==> src/rtl/display_pkg.sv <==
// Shared constants and types for the 7-segment display scan path.
// Latency: n/a (declarations only).
// Backpressure: n/a.
//
// Contents: digit count, scan FSM state type, select reset value, anodes-off value.
package display_pkg;

   localparam int NUM_DIGITS = 4;

   typedef enum logic {
      BLANK = 1'b0,
      SHOW  = 1'b1
   } scan_state_t;

   localparam logic [NUM_DIGITS-1:0] SEL_RESET = 4'b0001;
   localparam logic [NUM_DIGITS-1:0] AN_OFF    = 4'b1111;

endpackage

==> src/rtl/digit_scan_ctrl_if.sv <==
// Bundle of the digit scan controller's control inputs and display outputs.
// Latency: n/a (wires only).
// Backpressure: none; hold is a freeze request, not a handshake.
//
// Ports: hold, digit_en[3:0] (towards the scanner); sel[3:0], an[3:0], frame_tick (from it).
interface digit_scan_ctrl_if;
   import display_pkg::*;

   logic                  hold;
   logic [NUM_DIGITS-1:0] digit_en;
   logic [NUM_DIGITS-1:0] sel;
   logic [NUM_DIGITS-1:0] an;
   logic                  frame_tick;

   // master = the scanner itself
   modport master (
      input  hold,
      input  digit_en,
      output sel,
      output an,
      output frame_tick
   );

   // slave = whoever drives hold/digit_en and consumes sel/an/frame_tick
   modport slave (
      output hold,
      output digit_en,
      input  sel,
      input  an,
      input  frame_tick
   );

endinterface

==> src/rtl/ring_counter4.sv <==
// One-hot 4-bit ring counter, rotates left by one whenever en is high.
// Latency: q updates one clock after en; wrap is combinational from en and q.
// Backpressure: none; en low simply holds q.
//
// Ports: clk, reset (sync, active-high, q -> 0001), en, q[3:0], wrap (=en & q[3]).
module ring_counter4
   import display_pkg::*;
(
   input  logic                  clk,
   input  logic                  reset,
   input  logic                  en,
   output logic [NUM_DIGITS-1:0] q,
   output logic                  wrap
);

   always_ff @(posedge clk) begin
      if (reset) begin
         q <= SEL_RESET;
      end else if (en) begin
         q <= {q[NUM_DIGITS-2:0], q[NUM_DIGITS-1]};
      end
   end

   // high on the enabled step that takes 1000 back to 0001
   assign wrap = en & q[NUM_DIGITS-1];

endmodule

==> src/rtl/digit_scan_ctrl.sv <==
// Time-multiplexed 4-digit scan: BLANK gap then SHOW dwell per digit, one-hot sel, active-low anodes.
// Latency: all outputs registered; an follows the next-state so it lights on the first SHOW cycle.
// Backpressure: hold freezes phase, state and sel; digit_en still masks an while held.
//
// Ports: clk, reset (sync, active-high), dsp (digit_scan_ctrl_if.master: hold, digit_en, sel, an, frame_tick).
module digit_scan_ctrl
   import display_pkg::*;
#(
   parameter int DWELL_CYCLES = 100000,
   parameter int BLANK_CYCLES = 1000,
   parameter int CNT_W        = 17
) (
   input  logic               clk,
   input  logic               reset,
   digit_scan_ctrl_if.master  dsp
);

   localparam logic [CNT_W-1:0] DWELL_LAST = CNT_W'(DWELL_CYCLES - 1);
   localparam logic [CNT_W-1:0] BLANK_LAST = CNT_W'(BLANK_CYCLES - 1);

   scan_state_t           state, state_nxt;
   logic [CNT_W-1:0]      cnt, cnt_nxt;
   logic                  advance;
   logic [NUM_DIGITS-1:0] sel_q;
   logic                  wrap;
   logic [NUM_DIGITS-1:0] an_q, an_nxt;
   logic                  frame_tick_q;

   ring_counter4 u_ring (
      .clk   (clk),
      .reset (reset),
      .en    (advance),
      .q     (sel_q),
      .wrap  (wrap)
   );

   always_ff @(posedge clk) begin
      if (reset) begin
         state        <= BLANK;
         cnt          <= '0;
         an_q         <= AN_OFF;
         frame_tick_q <= 1'b0;
      end else begin
         state        <= state_nxt;
         cnt          <= cnt_nxt;
         an_q         <= an_nxt;
         // wrap is already gated by advance, which is low while held
         frame_tick_q <= wrap;
      end
   end

   always_comb begin
      state_nxt = state;
      cnt_nxt   = cnt;
      advance   = 1'b0;
      if (!dsp.hold) begin
         case (state)
            BLANK: begin
               if (cnt == BLANK_LAST) begin
                  cnt_nxt   = '0;
                  state_nxt = SHOW;
               end else begin
                  cnt_nxt = cnt + CNT_W'(1);
               end
            end
            SHOW: begin
               if (cnt == DWELL_LAST) begin
                  cnt_nxt   = '0;
                  state_nxt = BLANK;
                  advance   = 1'b1;
               end else begin
                  cnt_nxt = cnt + CNT_W'(1);
               end
            end
            default: begin
               cnt_nxt   = '0;
               state_nxt = BLANK;
            end
         endcase
      end
   end

   // sel only moves on SHOW->BLANK, so whenever the next state is SHOW the
   // current sel is also the next sel. Re-evaluating every cycle (held or not)
   // lets digit_en changes reach the anodes during hold.
   always_comb begin
      an_nxt = AN_OFF;
      if (state_nxt == SHOW) begin
         an_nxt = ~(sel_q & dsp.digit_en);
      end
   end

   assign dsp.sel        = sel_q;
   assign dsp.an         = an_q;
   assign dsp.frame_tick = frame_tick_q;

endmodule

==> src/flat_wrapper.sv <==
// flat-port wrapper written by rule: the top's interface ports become plain ports
module digit_scan_ctrl_flat import display_pkg::*;
#(
   parameter int DWELL_CYCLES = 100000,
   parameter int BLANK_CYCLES = 1000,
   parameter int CNT_W        = 17
)
  (clk, reset, dsp_hold, dsp_digit_en, dsp_sel, dsp_an, dsp_frame_tick);
  digit_scan_ctrl_if dsp_i ();
  input  logic clk;
  input  logic reset;
  input wire logic [$bits(dsp_i.hold)-1:0] dsp_hold;
  input wire logic [$bits(dsp_i.digit_en)-1:0] dsp_digit_en;
  output wire logic [$bits(dsp_i.sel)-1:0] dsp_sel;
  output wire logic [$bits(dsp_i.an)-1:0] dsp_an;
  output wire logic [$bits(dsp_i.frame_tick)-1:0] dsp_frame_tick;
  assign dsp_i.hold = dsp_hold;
  assign dsp_i.digit_en = dsp_digit_en;
  assign dsp_sel = dsp_i.sel;
  assign dsp_an = dsp_i.an;
  assign dsp_frame_tick = dsp_i.frame_tick;
  digit_scan_ctrl #(.DWELL_CYCLES(DWELL_CYCLES), .BLANK_CYCLES(BLANK_CYCLES), .CNT_W(CNT_W)) u_core (.clk(clk), .reset(reset), .dsp(dsp_i));
endmodule
==> config.mk <==
export PLATFORM = sky130hd
export DESIGN_NAME = digit_scan_ctrl_flat
export DESIGN_NICKNAME = d
export VERILOG_FILES = /design/src/rtl/display_pkg.sv /design/src/rtl/digit_scan_ctrl_if.sv /design/src/rtl/ring_counter4.sv /design/src/rtl/digit_scan_ctrl.sv /design/src/flat_wrapper.sv
export SDC_FILE = /design/constraint.sdc
export NUM_CORES = 1
export LEC_CHECK = 0
export ABC_AREA = 1
export BUFFER_PORTS_ARGS = -buffer_cell sky130_fd_sc_hd__clkbuf_2
export CORE_ASPECT_RATIO = 1.4
export CORE_MARGIN = 2
export CORE_UTILIZATION = 53
export CTS_CLUSTER_DIAMETER = 60
export DETAILED_ROUTE_END_ITERATION = 8
export HOLD_SLACK_MARGIN = 0.1
export PLACE_DENSITY_LB_ADDON = 0.08
export SETUP_SLACK_MARGIN = 0.15
export SYNTH_ARGS = -nofsm -noshare
export SYNTH_HDL_FRONTEND = slang
export SYNTH_SLANG_ARGS = --single-unit
==> constraint.sdc <==
create_clock -name clk -period 2.7 [get_ports clk]
set_clock_uncertainty 0.15 [all_clocks]
set_input_delay 0.54 -clock clk [delete_from_list [all_inputs] [get_ports clk]]
set_output_delay 0.54 -clock clk [all_outputs]
set_load 0.02 [all_outputs]
==> flow_metrics.tcl, run 1 <==
set metrics [dict create \
    status "finished clean" \
    multi_input_area_um2 684 \
    synth_seq_cells 27 \
    core_area_mm2 0.00242 \
    place_congestion 0.905 \
    floorplan.die.width_um 46.6 \
    drv.max_cap_violation_count 0 \
    drtPass1Iterations 4 \
    crit_path_cell_trace "ha_1 -> nand2_2 -> nor2_4 -> nand3_2 -> nor2_4 -> nand3_4 -> nand3_2 -> nor2_1" \
    min-delay-path-class "input pin to flip-flop" \
    synth.lib_cells_used.distinct 26 \
    synthesis.instances 194 \
    top_level_ports 16 \
    die_h_um 63.7 \
    placed_cell_count 240 \
    finish.net_count 219 \
    detailedPlacementHpwl_um 2220 \
    setup_violations 0 \
    ant_nets 0 \
    ys_dominant_reg_cell "sky130_fd_sc_hd__dfxtp_1" \
    critical_path_arrival_ns 1.86 \
    initial_utilization_pct 55.8 \
    avgViaCountPerCell 5.02 \
    instances_no_fill 244 \
    maxSlewHeadroom_pct 74.2 \
    global_route.usage.total_pct 22.5 \
    critical_path_required_ns 2.78 \
    cts_tree "built" \
    finalMaxSlewViolations 0 \
    rows 21 \
    syn_to_final_growth_pct 9.09 \
    final.min_clock_period_ns 1.78 \
    total_leakage_power_nw 0.625 \
    cts.clk_slew.worst_paths_ns 0.14 \
    finalWirelength_um 2730 \
    filler_cell_count 258 \
    grt_first_pass_wirelength_um 4990 \
    cts_buffer_depth 2 \
    synthesis.yosys.warnings 0 \
    vias 1224 \
    pwr_density_cell_mw_per_mm2 407 \
    detail_route.wl_per_cell_um 11.2 \
    worst_supply_voltage_drop_on_vdd_mv 0.313 \
    synth_enable_flop_cells 0 \
    detail_route.iter0.violations 30 \
    cts_max_level 1 \
    timing.setup.critical_path_class "flip-flop to flip-flop" \
    largest_delay_contributor_family_on_the_critical_path "simple AND/OR/NAND/NOR gates" \
    post_cts_buffers 0 \
    ratio_of_cells_with_drive_above_1_in_the_final_layout_pct 14.8 \
    postSynthNetCount 202 \
    critical_path.endpoint_type "flip-flop" \
    insertedDiodeCount 0 \
    final.period_utilization_pct 65.8 \
    finalSetupTns_ns 0 \
    seq_area_frac_synth_pct 40.1 \
    numClockSinks 27 \
    cp_slowest_stage_delay_ns 0.39 \
    buffers_on_ports 15 \
    synth-async-reset-ratio_pct 0 \
    worst_slew_pin_slew_ns 0.386 \
    hold_buffers 0 \
    die-area_mm2 0.00297 \
    reg2reg_setup_slack_ns 0.92 \
    post_synth.cell_area_avg_um2 6.95 \
    grt_pass1_vias 1176 \
    post_cts_resize_count 0 \
    critical_path.n_buffers_inverters 0 \
    ff_latch_area_um2 541 \
    timing.critical_path.slowest_stage_cell "sky130_fd_sc_hd__dfxtp_1" \
    clkLatencyLatePin_ns 0.32 \
    grt_start_max_net_pins 16 \
    cp_max_fo 11 \
    globalRoute.totalOverflow 0 \
    detail_route.drc_violations 0 \
    final-hold-violation-count 0 \
    timing.fmax_ghz 0.562 \
    cts.root.buffer_cell "sky130_fd_sc_hd__clkbuf_4" \
    cp-start-kind "flip-flop" \
    cts_buffers 3 \
    syn_area_mm2 0.00135 \
    grt_setup_unrepaired "false" \
    antenna_found_initial 0 \
]
[synthesized netlist by cell type (all sizes together), types with 2 or more instances]
cell	instances	area share (%)
nand4	5	2.3
nor2	41	13
nor3	6	2.2
inv	26	7.2
nand3b	5	2.8
a21oi	3	1.1
nand3	14	7.2
xor2	5	3.2
dfxtp	27	40
xnor2	2	1.3
buf	2	1.4
nand2	51	14
[final timing paths]
check                         startpoint  depth (start not counted)                     endpoint
max           u_core.cnt[0]$_SDFFE_PP0N_                          8  u_core.cnt[15]$_SDFFE_PP0N_
min                      dsp_digit_en[2]                          3  u_core.dsp.an[2]$_SDFF_PP1_
max reg2reg   u_core.cnt[0]$_SDFFE_PP0N_                          8  u_core.cnt[15]$_SDFFE_PP0N_
min reg2reg  u_core.cnt[13]$_SDFFE_PP0N_                          2  u_core.cnt[13]$_SDFFE_PP0N_
[per-layer routing]
metal | GRT usage, % | vias to the layer above | part of all wire (%)
met3 | 2.87 | 7 | 2.7
met1 | 25.5 | 554 | 41
met5 | 0 | - | 0
li1 | - | 638 | -
met4 | 9.38 | 0 | 2.9
met2 | 39.6 | 25 | 54
[registers in the layout, indices dropped and copies added (netlist names)]
register / flops
u_core.dsp.an: 4
u_core.cnt: 17
u_core.state: 1
u_core.u_ring.q: 4
u_core.dsp.frame_tick: 1
[placed cells by master, fill, tap and decap left out, drive strengths merged, types with 5 or more instances in the layout]
cell type and instances:
nand3b 5, nor2 41, nand2 51, nand3 14
clkbuf 18, inv 26, xor2 5, nand4 5
nor3 6, dfxtp 27
[where the power goes]
part	internal [mW]	switching, mW
clock network	0.0556	0.115
logic	0.00904	0.0150
registers	0.402	0.00287
total	0.466	0.133
[tightest hold or removal path: stages]
cell and delay [ns]:
sky130_fd_sc_hd__clkbuf_2 0.08, sky130_fd_sc_hd__nand2_1 0.05, sky130_fd_sc_hd__nand3b_1 0.09
[logic make-up after synthesis]
family	synth area share [%]
fa+ha+maj	0.927
compound gates	2.50
mux	0.742
simple gates	42.0
xor+xnor	4.55
flops	40.1
buf+inv	9.18
[stage by stage]
step	power, mW	hold slack [ns]	setup WS [ns]	util (%)	cell area (µm²)
final	0.599	0.299	0.922	60.9	1470
after detailed placement	0.438	0.340	0.851	59.7	1440
after global placement	0.436	0.321	0.919	59.7	1440
after floorplan	0.430	0.302	1.12	-	1350
after CTS	0.607	0.297	0.907	60.9	1470
after global routing	0.638	0.277	0.783	60.9	1470
[area by class of cell]
class	count	area share, %
multi-input cells	137	46.5
well taps	34	2.89
inverters	27	6.89
repair buffers	15	5.10
flip-flops and latches	27	36.7
clock inverters	1	0.340
clock buffers	3	1.53
No activity file was read; power rests on OpenSTA's default activity.
==> run 2, diff against run 1 <==
--- a/config.mk
+++ b/config.mk
@@ -9,7 +9,7 @@
 export BUFFER_PORTS_ARGS = -buffer_cell sky130_fd_sc_hd__clkbuf_2
 export CORE_ASPECT_RATIO = 1.4
 export CORE_MARGIN = 2
-export CORE_UTILIZATION = 53
+export CORE_UTILIZATION = 51
 export CTS_CLUSTER_DIAMETER = 60
 export DETAILED_ROUTE_END_ITERATION = 8
 export HOLD_SLACK_MARGIN = 0.1
==> constraint.sdc (replaced) <==
create_clock -name clk -period 1.62 [get_ports clk]
set_clock_uncertainty 0.15 [all_clocks]
set_input_delay 0.324 -clock clk [delete_from_list [all_inputs] [get_ports clk]]
set_output_delay 0.324 -clock clk [all_outputs]
set_load 0.02 [all_outputs]
==> flow_metrics.tcl, run 2 (synthesized netlist as in run 1, its figures left out) <==
set metrics [dict create \
    cts_max_level 1 \
    grt_setup_unrepaired "true" \
    layout.cell_area.non_filler_mm2 0.00173 \
    global_route.usage.total_pct 25.1 \
    floorplan.die.width_um 47.5 \
    ratio_of_cells_with_drive_above_1_in_the_final_layout_pct 29.5 \
    final.period_utilization_pct 97.0 \
    final-hold-violation-count 0 \
    critical_path.endpoint_type "flip-flop" \
    largest_reg_flops 17 \
    finalSetupTns_ns 0 \
    clkLatencyLatePin_ns 0.34 \
    worst_supply_voltage_drop_on_vdd_mv 0.465 \
    cts_buffer_depth 2 \
    cts_buffers 3 \
    globalRoute.totalOverflow 0 \
    die_h_um 64.9 \
    grt_start_max_net_pins 17 \
    layout.cells.most_common "sky130_fd_sc_hd__nand2_1" \
    top_level_ports 16 \
    setup_violations 0 \
    finish.utilization_pct 67.4 \
    pre_cts_ws_ns -0.0392 \
    cts.root.buffer_cell "sky130_fd_sc_hd__clkbuf_4" \
    cts.clk_slew.worst_paths_ns 0.16 \
    timing.hold.worst_path_depth 3 \
    antenna_found_initial 0 \
    avgViaCountPerCell 5.02 \
    status "finished clean" \
    finish.net_count 236 \
    grt_pass1_vias 1292 \
    dp_area_mm2 0.00153 \
    min-delay-path-class "input pin to flip-flop" \
    timing.setup.critical_path_class "flip-flop to flip-flop" \
    timing.fmax_ghz 0.636 \
    drv.max_cap_violation_count 0 \
    detailedPlacementHpwl_um 2400 \
    worst_slew_pin_slew_ns 0.280 \
    top_register "u_core.cnt" \
    finalMaxSlewViolations 0 \
    filler_cell_count 220 \
    place_congestion 0.905 \
    cp-start-kind "flip-flop" \
    cp_max_fo 4 \
    drtPass1Iterations 4 \
    vias 1319 \
    detail_route.wl_per_cell_um 12.9 \
    ant_nets 0 \
    numClockSinks 27 \
    critical_path_required_ns 1.73 \
    syn_to_final_growth_pct 28.0 \
    minimum_setup_slack_in_the_final_design_ns 0.0481 \
    critical_path_arrival_ns 1.69 \
    initial_utilization_pct 52.7 \
    mostFrequentLayoutCells "sky130_fd_sc_hd__nand2_1 (48), sky130_fd_sc_hd__nor2_1 (28), sky130_fd_sc_hd__inv_1 (23)" \
    pwr_density_cell_mw_per_mm2 616 \
    detail_route.drc_violations 0 \
    worst_hold_slack_ns 0.146 \
    die-area_mm2 0.00308 \
    instances_no_fill 263 \
    design_power_total_mw 1.06 \
    insertedDiodeCount 0 \
    grt_first_pass_wirelength_um 5570 \
    reg2reg_depth 9 \
    buffers_on_ports 15 \
    finalWirelength_um 3400 \
    rows 22 \
    final.min_clock_period_ns 1.57 \
    maxSlewHeadroom_pct 81.2 \
    core_area_mm2 0.00256 \
    detail_route.iter0.violations 59 \
    cts_tree "built" \
    total_leakage_power_nw 0.737 \
    placed_cell_count 250 \
]
==> run 2: cell count changes in the layout (fill, tap and decap cells not counted), moves of 4 or more <==
cell / previous run / this run
sky130_fd_sc_hd__dfxtp_2: 0 / 6
sky130_fd_sc_hd__buf_4: 0 / 10
sky130_fd_sc_hd__nor2_2: 3 / 9
sky130_fd_sc_hd__dfxtp_1: 27 / 19
sky130_fd_sc_hd__dlygate4sd3_1: 0 / 4
sky130_fd_sc_hd__nor2_1: 36 / 28
==> run 2: worst paths after layout <==
check	end	slack (ns)	startpoint
max	u_core.cnt[10]$_SDFFE_PP0N_	0.05	u_core.cnt[0]$_SDFFE_PP0N_
min	u_core.cnt[14]$_SDFFE_PP0N_	0.15	reset
max reg2reg	u_core.cnt[10]$_SDFFE_PP0N_	0.05	u_core.cnt[0]$_SDFFE_PP0N_
min reg2reg	u_core.cnt[13]$_SDFFE_PP0N_	0.35	u_core.cnt[13]$_SDFFE_PP0N_
==> run 2: critical path: stages (launching register included) <==
cell and delay, ns:
sky130_fd_sc_hd__dfxtp_4 0.39, sky130_fd_sc_hd__ha_4 0.15, sky130_fd_sc_hd__buf_6 0.10, sky130_fd_sc_hd__nand4_1 0.21, sky130_fd_sc_hd__nor2_2 0.25, sky130_fd_sc_hd__nand2_1 0.07
sky130_fd_sc_hd__nand2_1 0.06, sky130_fd_sc_hd__nand2_1 0.05, sky130_fd_sc_hd__inv_1 0.04, sky130_fd_sc_hd__nor2_1 0.03
==> run 2: power by group <==
part / switching, mW / internal, mW / total [mW]
Clock: 0.215 / 0.0949 / 0.310
Sequential: 0.00635 / 0.670 / 0.676
Combinational: 0.0387 / 0.0397 / 0.0784
==> run 2: per-layer routing <==
metal	vias to the layer above	wire (µm)	global-route usage [%]
met3	12	161	4.18
met1	588	1310	26.3
li1	673	-	-
met2	46	1790	42.7
met4	0	125	16.3
met5	-	0	0
==> run 2: layout make-up <==
| type | count | area [µm²] | share of cell area (%) |
|---|---|---|---|
| multi-input combinational | 139 | 793 | 45.9 |
| sequential | 27 | 556 | 32.2 |
| timing repair buffer | 30 | 201 | 11.7 |
| inverter | 27 | 101 | 5.87 |
| tap | 36 | 45.0 | 2.61 |
| clock buffer | 3 | 22.5 | 1.30 |
| clock inverter | 1 | 7.51 | 0.435 |
==> run 2: timing repair <==
item | in CTS | in global routing
endpoints found under the hold margin | 4 | 0
pin swaps | 8 | 13
gates resized for setup | 10 | 18
hold buffers | 4 | 0
setup buffers | 2 | 1
cloned | 2 | 0
setup endpoints to repair | 19 | 26
